## config.mk

```make
export PLATFORM = sky130hd
export DESIGN_NAME = serial_adder_flat
export DESIGN_NICKNAME = d
export VERILOG_FILES = /design/src/rtl/serial_adder_if.sv /design/src/rtl/serial_adder.sv /design/src/flat_wrapper.sv
export SDC_FILE = /design/constraint.sdc
export NUM_CORES = 1
export LEC_CHECK = 0
export BUFFER_PORTS_ARGS = -buffer_cell sky130_fd_sc_hd__clkbuf_2
export CAP_MARGIN = 15
export CORE_ASPECT_RATIO = 1.75
export CORE_MARGIN = 2
export CORE_UTILIZATION = 25
export CTS_CLUSTER_DIAMETER = 30
export DETAILED_ROUTE_END_ITERATION = 7
export MAX_ROUTING_LAYER = met4
export PLACE_DENSITY = 0.55
export REMOVE_ABC_BUFFERS = 1
export SKIP_CTS_REPAIR_TIMING = 1
export SYNTH_ARGS = -nofsm -noshare
export SYNTH_HDL_FRONTEND = slang
export SYNTH_SLANG_ARGS = --single-unit
```

## constraint.sdc

```tcl
create_clock -name clk -period 1.5 [get_ports clk]
set_clock_uncertainty 0.1 [all_clocks]
set_input_delay 0.3 -clock clk [delete_from_list [all_inputs] [get_ports clk]]
set_output_delay 0.3 -clock clk [all_outputs]
set_load 0.005 [all_outputs]
```

## src/rtl/serial_adder_if.sv

```systemverilog
// ============================================================================
// Module      : serial_adder_if
// Description : Start/busy/done handshake and operand/result bundle for
//               serial_adder.
// Revision    : 1.0 - initial release
// ============================================================================
`default_nettype none

interface serial_adder_if #(
    parameter int WIDTH = 8
);
    logic             start;
    logic [WIDTH-1:0] a;
    logic [WIDTH-1:0] b;
    logic             cin;
    logic             sub;
    logic             busy;
    logic             done;
    logic [WIDTH-1:0] s;
    logic             cout;
    logic             ovf;

    modport master (
        output start, a, b, cin, sub,
        input  busy, done, s, cout, ovf
    );

    modport slave (
        input  start, a, b, cin, sub,
        output busy, done, s, cout, ovf
    );
endinterface

`default_nettype wire

```

## src/rtl/serial_adder.sv

```systemverilog
// ============================================================================
// Module      : serial_adder
// Description : Multi-cycle LSB-first adder/subtractor, DIGIT bits per clock.
// Revision    : 1.0 - initial release
// ============================================================================
`default_nettype none

module serial_adder #(
    parameter int WIDTH = 8,
    parameter int DIGIT = 1
) (
    input  wire logic       clk,
    input  wire logic       rst_n,
    serial_adder_if.slave   bus
);
    localparam int N     = WIDTH / DIGIT;
    localparam int CNT_W = (N > 1) ? $clog2(N) : 1;

    localparam logic [0:0] S_IDLE = 1'b0;
    localparam logic [0:0] S_RUN  = 1'b1;

    logic [0:0]       r_state;
    logic [0:0]       w_state_next;
    logic [WIDTH-1:0] r_a;
    logic [WIDTH-1:0] r_b;
    logic             r_carry;
    logic [CNT_W-1:0] r_cnt;
    logic             r_done;
    logic [WIDTH-1:0] r_s;
    logic             r_cout;
    logic             r_ovf;

    logic [DIGIT:0]   w_slice;
    logic             w_cmsb;
    logic             w_last;
    logic [WIDTH-1:0] w_res_next;

    assign w_slice = {1'b0, r_a[DIGIT-1:0]} + {1'b0, r_b[DIGIT-1:0]}
                   + {{DIGIT{1'b0}}, r_carry};
    // Carry into the slice MSB recovered from its sum bit and operand bits.
    assign w_cmsb  = w_slice[DIGIT-1] ^ r_a[DIGIT-1] ^ r_b[DIGIT-1];
    assign w_last  = (r_cnt == CNT_W'(N - 1));

    generate
        if (DIGIT == WIDTH) begin : g_single
            assign w_res_next = w_slice[DIGIT-1:0];
        end else begin : g_multi
            logic [WIDTH-DIGIT-1:0] r_part;

            always_ff @(posedge clk or negedge rst_n) begin
                if (!rst_n) begin
                    r_part <= '0;
                end else if (r_state == S_RUN) begin
                    r_part <= w_res_next[WIDTH-1:DIGIT];
                end
            end

            assign w_res_next = {w_slice[DIGIT-1:0], r_part};
        end
    endgenerate

    always_comb begin
        w_state_next = r_state;
        case (r_state)
            S_IDLE:  if (bus.start) w_state_next = S_RUN;
            S_RUN:   if (w_last)    w_state_next = S_IDLE;
            default: w_state_next = S_IDLE;
        endcase
    end

    always_ff @(posedge clk or negedge rst_n) begin
        if (!rst_n) begin
            r_state <= S_IDLE;
            r_a     <= '0;
            r_b     <= '0;
            r_carry <= 1'b0;
            r_cnt   <= '0;
            r_done  <= 1'b0;
            r_s     <= '0;
            r_cout  <= 1'b0;
            r_ovf   <= 1'b0;
        end else begin
            r_state <= w_state_next;
            r_done  <= 1'b0;
            case (r_state)
                S_IDLE: begin
                    if (bus.start) begin
                        r_a     <= bus.a;
                        r_b     <= bus.sub ? ~bus.b : bus.b;
                        r_carry <= bus.cin ^ bus.sub;
                        r_cnt   <= '0;
                    end
                end
                S_RUN: begin
                    r_a     <= r_a >> DIGIT;
                    r_b     <= r_b >> DIGIT;
                    r_carry <= w_slice[DIGIT];
                    r_cnt   <= r_cnt + CNT_W'(1);
                    if (w_last) begin
                        r_s    <= w_res_next;
                        r_cout <= w_slice[DIGIT];
                        r_ovf  <= w_cmsb ^ w_slice[DIGIT];
                        r_done <= 1'b1;
                    end
                end
                default: ;
            endcase
        end
    end

    assign bus.busy = (r_state == S_RUN);
    assign bus.done = r_done;
    assign bus.s    = r_s;
    assign bus.cout = r_cout;
    assign bus.ovf  = r_ovf;

endmodule

`default_nettype wire

```

## src/flat_wrapper.sv

```systemverilog
// flat-port wrapper written by rule: the top's interface ports become plain ports
module serial_adder_flat 
#(
    parameter int WIDTH = 8,
    parameter int DIGIT = 1
)
  (clk, rst_n, bus_start, bus_a, bus_b, bus_cin, bus_sub, bus_busy, bus_done, bus_s, bus_cout, bus_ovf);
  serial_adder_if #(.WIDTH(WIDTH)) bus_i ();
  input  wire logic clk;
  input  wire logic rst_n;
  input wire logic [$bits(bus_i.start)-1:0] bus_start;
  input wire logic [$bits(bus_i.a)-1:0] bus_a;
  input wire logic [$bits(bus_i.b)-1:0] bus_b;
  input wire logic [$bits(bus_i.cin)-1:0] bus_cin;
  input wire logic [$bits(bus_i.sub)-1:0] bus_sub;
  output wire logic [$bits(bus_i.busy)-1:0] bus_busy;
  output wire logic [$bits(bus_i.done)-1:0] bus_done;
  output wire logic [$bits(bus_i.s)-1:0] bus_s;
  output wire logic [$bits(bus_i.cout)-1:0] bus_cout;
  output wire logic [$bits(bus_i.ovf)-1:0] bus_ovf;
  assign bus_i.start = bus_start;
  assign bus_i.a = bus_a;
  assign bus_i.b = bus_b;
  assign bus_i.cin = bus_cin;
  assign bus_i.sub = bus_sub;
  assign bus_busy = bus_i.busy;
  assign bus_done = bus_i.done;
  assign bus_s = bus_i.s;
  assign bus_cout = bus_i.cout;
  assign bus_ovf = bus_i.ovf;
  serial_adder #(.WIDTH(WIDTH), .DIGIT(DIGIT)) u_core (.clk(clk), .rst_n(rst_n), .bus(bus_i));
endmodule
```

==> metrics.csv, run 1 <==
metric,value,unit
path_cells,fa_1 > xnor2_1 > xnor2_1 > o21ai_1,
dp_slack,-0.0596,ns
syn_to_final_growth,29.3,%
dp.cells,253,
layout.cells.non_filler,268,
die_w,67.6,um
antenna_cells,0,
cts_num_sinks,39,
ant_nets,0,
grt_start_max_net_pins,40,
final_area,2290,um2
cts_tree,done,
report.final.slew_viol_count,0,
yosysTopAreaCellShare,55.2,%
multi_input_area,757,um2
die_area,7790,um2
start_util,25.8,%
core-area,6860,um2
cp.arrival,1.62,ns
clock_latency,0.27,ns
synth_flop_cell,dfrtp_1,
fin_nets,207,
drt_iter0_drc,52,
syn_avg_cell_area,12.8,um2
grt.total_usage,9.58,%
seq_area_frac_synth,55.2,%
ys_warn_count,0,
cpPeakStageDelay,0.59,ns
cp.required,1.56,ns
violations,negative setup slack,
grt_remaining_overflow,0,
cp_common_cell,xnor2_1,
synth-edff-count,0,
ys_top_cells_by_area,"dfrtp_1, mux2i_1, mux2_4, mux2_2, o21ai_0",
remaining_drc_errors,0,
numCtsBuffers,5,
status,finished with violations,
num_rows,40,
peakVddDrop,0.000685,V
cts-root-buf,clkbuf_16,
synth_seq_cells,39,
htree_levels,2,
async_flop_share,100,%
gp_congestion,0.670,
ios,33,
critical_path_class,flip-flop to flip-flop,
place_area,2070,um2
grt_antenna_before_repair,0,
critPathLaunchType,flip-flop,
cap_violations,0,
die_height,115,um
vias_per_cell,4.18,
power_density,1940,nW/um2
fmax,0.640,GHz
setup_ws,-0.0626,ns
dp_hpwl,2190,um
ys_types,19,
grt_pass1_vias,1158,
worstSetupEndpointType,flip-flop,
register_area,977,um2
hold_class,primary input to flip-flop,
cp.buffers_inverters,0,
relSlewSlack,81.2,%
leakage,1.14,nW
power,0.00443,W
crit_slowest_cell,fa_1,
clock_path_buffers,2,
fin_crit_sh,104,%
port_buffers,32,
yosys.area.top_type,dfrtp_1,
drt_first_pass_iters,2,
worst_pin_slew,0.282,ns
cp_max_fo,2,
wire_per_inst,12.2,um
drive_gt1_share,38.6,%
synthCells,138,
clk_pin_slew,0.05,ns
vias,1119,
nFillCells,685,
holdWs,0.170,ns
grt_pass1_wl,5460,um
rsz0062_at_grt,true,
finalSetupViolations,3,
hold_viol,0,
syn_area,1770,um2
crit_family,adder cells,
finalWirelength,3280,um
min_period,1.56,ns
-- metrics by stage --
stage / utilization, % / TNS, ns
finish: 33.3 / -0.157
CTS: 32.2 / -0.450
floorplan: - / -4.31
global placement: 30.1 / -0.0896
detailed placement: 30.1 / -0.350
global route: 33.3 / -0.332
-- kinds of logic after synthesis --
logic type      count (synthesis)  share of synthesized area, %
mux                            33                          21.3
compound gates                 19                          5.95
xor+xnor                       12                          5.94
fa+ha+maj                       3                          2.55
flops                          39                          55.2
simple gates                   22                          5.24
buf+inv                        10                          3.82
-- placed cells by master (no fill, tap or decap) --
cell / instances
clkbuf_16: 5
buf_4: 10
nand2_8: 1
buf_12: 3
nand2b_1: 1
o21ai_0: 15
fa_1: 1
clkbuf_2: 32
ha_4: 1
xnor2_1: 4
nand2_1: 16
dfrtp_1: 38
nand2_4: 1
o21ai_1: 1
mux2_2: 9
a22o_1: 2
mux2i_1: 17
a211oi_1: 1
clkbuf_1: 2
ha_1: 1
clkinv_2: 1
dlygate4sd3_1: 1
dfrtp_2: 1
xor2_1: 8
nor2_1: 4
inv_1: 1
mux2_4: 7
-- worst min-delay path, stage by stage --
cell and delay [ns]:
clkbuf_2 0.07, mux2i_1 0.05, nor2_1 0.08
-- Yosys cell counts (3+ instances only) --
cell type	number
mux2_4	7
nand2_1	16
o21ai_0	16
mux2_2	9
dfrtp_1	39
mux2i_1	17
xnor2_1	4
buf_4	4
clkbuf_1	3
nor2_1	4
xor2_1	8
-- registers in the layout (all words and copies together) (netlist names) --
signal                 flops
u_core.r_a                 8
u_core.bus.cout            1
u_core.bus.s               8
u_core.r_carry             1
u_core.bus.busy            1
u_core.r_b                 8
u_core.bus.ovf             1
u_core.g_multi.r_part      7
u_core.r_cnt               3
u_core.bus.done            1
-- power by group --
part,switching (W),leakage [nW],internal [W]
sequential,0.000265,0.500,0.00150
combinational,0.000681,0.571,0.000994
clock,0.000380,0.0679,0.000614
-- final timing paths --
check | startpoint | cells after the start | slack, ns | to
max | u_core.r_a[0]$_DFFE_PN0P_ | 4 | -0.06 | u_core.bus.ovf$_DFFE_PN0P_
min | bus_a[7] | 3 | 0.17 | u_core.r_a[7]$_DFFE_PN0P_
max reg2reg | u_core.r_a[0]$_DFFE_PN0P_ | 4 | -0.06 | u_core.bus.ovf$_DFFE_PN0P_
min reg2reg | u_core.bus.ovf$_DFFE_PN0P_ | 2 | 0.38 | u_core.bus.ovf$_DFFE_PN0P_
max in group asynchronous | rst_n | 3 | 0.66 | u_core.bus.busy$_DFF_PN0_
min in group asynchronous | rst_n | 3 | 0.43 | u_core.bus.s[7]$_DFFE_PN0P_
-- layout make-up --
type	instances	area share [%]
Tap cell	84	4.60
Inverter	1	0.164
Clock inverter	1	0.219
Timing Repair Buffer	46	13.4
Sequential cell	39	42.7
Multi-Input combinational cell	90	33.1
Clock buffer	7	5.80
-- metal layers --
metal  vias to the layer above  share of wire (%)  track usage [%]
li1                        559                  -                -
met1                       528                 44             10.9
met2                        27                 49             15.2
met3                         5                4.8             3.03
met4                         0                2.3             4.08
met5                         -                  0                -
(Power assumes the default switching activity.)
==> run 2, diff against run 1 <==
Settings changed: CTS_BUF_LIST set to sky130_fd_sc_hd__clkbuf_4 sky130_fd_sc_hd__clkbuf_8, SKIP_CTS_REPAIR_TIMING 1 to not set.
==> metrics.csv, run 2 (synthesis gave the netlist of run 1 again) <==
metric,value,unit,change
status,finished with violations,,
violations,negative setup slack,,
rsz0062_at_grt,true,,
cts_num_sinks,39,,unchanged
ant_nets,0,,unchanged
power,0.00425,W,-3.9%
clock_latency,0.28,ns,about the same
mostFrequentLayoutCell,dfrtp_1,,
min_path_cells,3,,unchanged
most-common-layout-cells,"dfrtp_1, clkbuf_2, mux2i_1",,
numCtsBuffers,5,,unchanged
crit_slowest_cell,fa_1,,
critPathLaunchType,flip-flop,,
switchingPower,0.00132,W,-0.62%
worst_pin_slew,0.280,ns,-0.00190 ns
grt_antenna_before_repair,0,,unchanged
fin_crit_sh,103,%,-0.68 points
pwr-share-seq,41.7,%,+1.9 points
register_area,977,um2,unchanged
ios,33,,unchanged
hold_class,primary input to flip-flop,,
cts_tree,done,,
fin_nets,208,,+0.48%
htree_levels,2,,unchanged
setup_ws,-0.0524,ns,+0.0103 ns
leakage,1.14,nW,about the same
clk_pin_slew,0.07,ns,+0.02 ns
start_util,25.8,%,unchanged
cp_max_fo,2,,unchanged
gp_congestion,0.670,,unchanged
grt.total_usage,9.86,%,+0.29 points
crit_family,adder cells,,
grt_pass1_vias,1176,,+1.6%
cpPeakStageDelay,0.52,ns,-0.07 ns
die_area,7790,um2,unchanged
remaining_drc_errors,0,,unchanged
core-area,6860,um2,unchanged
power_density,1870,nW/um2,-3.4%
p_sw_share,31.0,%,+1.0 points
relSlewSlack,81.3,%,+0.13 points
min-delay-start,bus_a[7],,
finalSetupViolations,3,,unchanged
pwr-share-clk,16.7,%,-5.7 points
grt_start_max_net_pins,40,,unchanged
nFillCells,688,,+0.44%
rr_endpoint,u_core.bus.ovf$_DFFE_PN0P_,,
holdWs,0.157,ns,-0.0134 ns
final_area,2270,um2,-0.60%
internal-power,0.00294,W,-5.4%
worstSetupEndpointType,flip-flop,,
antenna_cells,0,,unchanged
rrSetupSlack,-0.05,ns,about the same
report.final.slew_viol_count,0,,unchanged
cp.arrival,1.63,ns,about the same
min_period,1.55,ns,-0.0103 ns
port_buffers,32,,unchanged
reg2reg_from,u_core.r_carry$_DFFE_PN0P_,,
cp.buffers_inverters,0,,unchanged
cp.required,1.58,ns,+0.02 ns
drt_first_pass_iters,2,,unchanged
pwr-share-comb,41.7,%,+3.9 points
die_height,115,um,unchanged
multi_input_area,761,um2,+0.50%
die_w,67.6,um,unchanged
drive_gt1_share,40.0,%,+1.4 points
fmax,0.644,GHz,+0.66%
place_area,2070,um2,unchanged
path_cells,fa_1 > xnor2_1 > xnor2_1 > o21ai_1,,
worst-r2r-cell-count,4,,unchanged
dp_hpwl,2190,um,unchanged
peakVddDrop,0.000527,V,-23%
critical_path_class,flip-flop to flip-flop,,
min_to,u_core.r_a[7]$_DFFE_PN0P_,,
hold_viol,0,,unchanged
grt_pass1_wl,5600,um,+2.4%
drt_iter0_drc,50,,-3.8%
finalWirelength,3340,um,+1.9%
clock_path_buffers,2,,unchanged
vias_per_cell,4.22,,+0.96%
syn_to_final_growth,28.5,%,
num_rows,40,,unchanged
grt_remaining_overflow,0,,unchanged
cp_common_cell,xnor2_1,,
vias,1134,,+1.3%
cts-root-buf,clkbuf_8,,
wire_per_inst,12.4,um,+1.5%
cap_violations,0,,unchanged
tns,-0.118,ns,+0.0387 ns
-- run 2: worst max-delay path by stage --
stage | start | to | slack [ns] | cells after the start
final | u_core.r_carry$_DFFE_PN0P_ | u_core.bus.ovf$_DFFE_PN0P_ | -0.05 | 4
after global routing | u_core.r_carry$_DFFE_PN0P_ | u_core.bus.ovf$_DFFE_PN0P_ | -0.13 | 4
after CTS | u_core.r_a[0]$_DFFE_PN0P_ | u_core.bus.ovf$_DFFE_PN0P_ | -0.05 | 4
after detailed placement | u_core.r_cnt[0]$_DFFE_PN0P_ | u_core.bus.cout$_DFFE_PN0P_ | -0.06 | 4
after global placement | u_core.r_cnt[0]$_DFFE_PN0P_ | u_core.bus.s[7]$_DFFE_PN0P_ | -0.03 | 4
after floorplan | u_core.bus.busy$_DFF_PN0_ | u_core.bus.s[0]$_DFFE_PN0P_ | -0.33 | 2
-- run 2: metal layers --
metal  vias up  track usage (%)  routed length, um
li1        560                -                  -
met1       540             11.3               1480
met2        28             15.7               1630
met3         6             3.03                165
met4         0             4.08                 62
met5         -                -                  0
-- run 2: layout make-up --
class	count	share of cell area, %
clock inverter	1	0.220
sequential	39	43.0
tap	84	4.63
inverter	1	0.165
multi-input combinational	90	33.5
clock buffer	7	3.69
timing repair buffer	47	14.8
-- run 2: power by group through the flow --
stage | Combinational, W | Clock (W) | Sequential, W
4_1_cts | 0.00161 | 0.000742 | 0.00177
3_5_place_dp | 0.00153 | 0 | 0.00178
6_report | 0.00177 | 0.000709 | 0.00177
5_1_grt | 0.00199 | 0.000786 | 0.00184
3_3_place_gp | 0.00151 | 0 | 0.00176
2_1_floorplan | 0.000889 | 0 | 0.00182
-- run 2: worst min-delay path: stages --
cell and delay, ns:
clkbuf_2 0.07, mux2i_1 0.05, nor2_1 0.07
-- run 2: what timing repair did --
action | in CTS | in global routing
resized for setup | 4 | 4
cloned | 1 | 1
setup buffers | 2 | 3
pin swaps | 4 | 5
hold endpoints to repair | 39 | 0
hold buffers | 1 | 0
setup endpoints to repair | 12 | 8
-- run 2: metrics by stage --
| stage | utilization, % | worst slack [ns] | cells |
|---|---|---|---|
| floorplan | - | -0.326 | 129 |
| global placement | 30.1 | -0.0284 | 253 |
| detailed placement | 30.1 | -0.0596 | 253 |
| CTS | 32.0 | -0.0464 | 265 |
| global route | 33.1 | -0.126 | 269 |
| finish | 33.1 | -0.0524 | 269 |
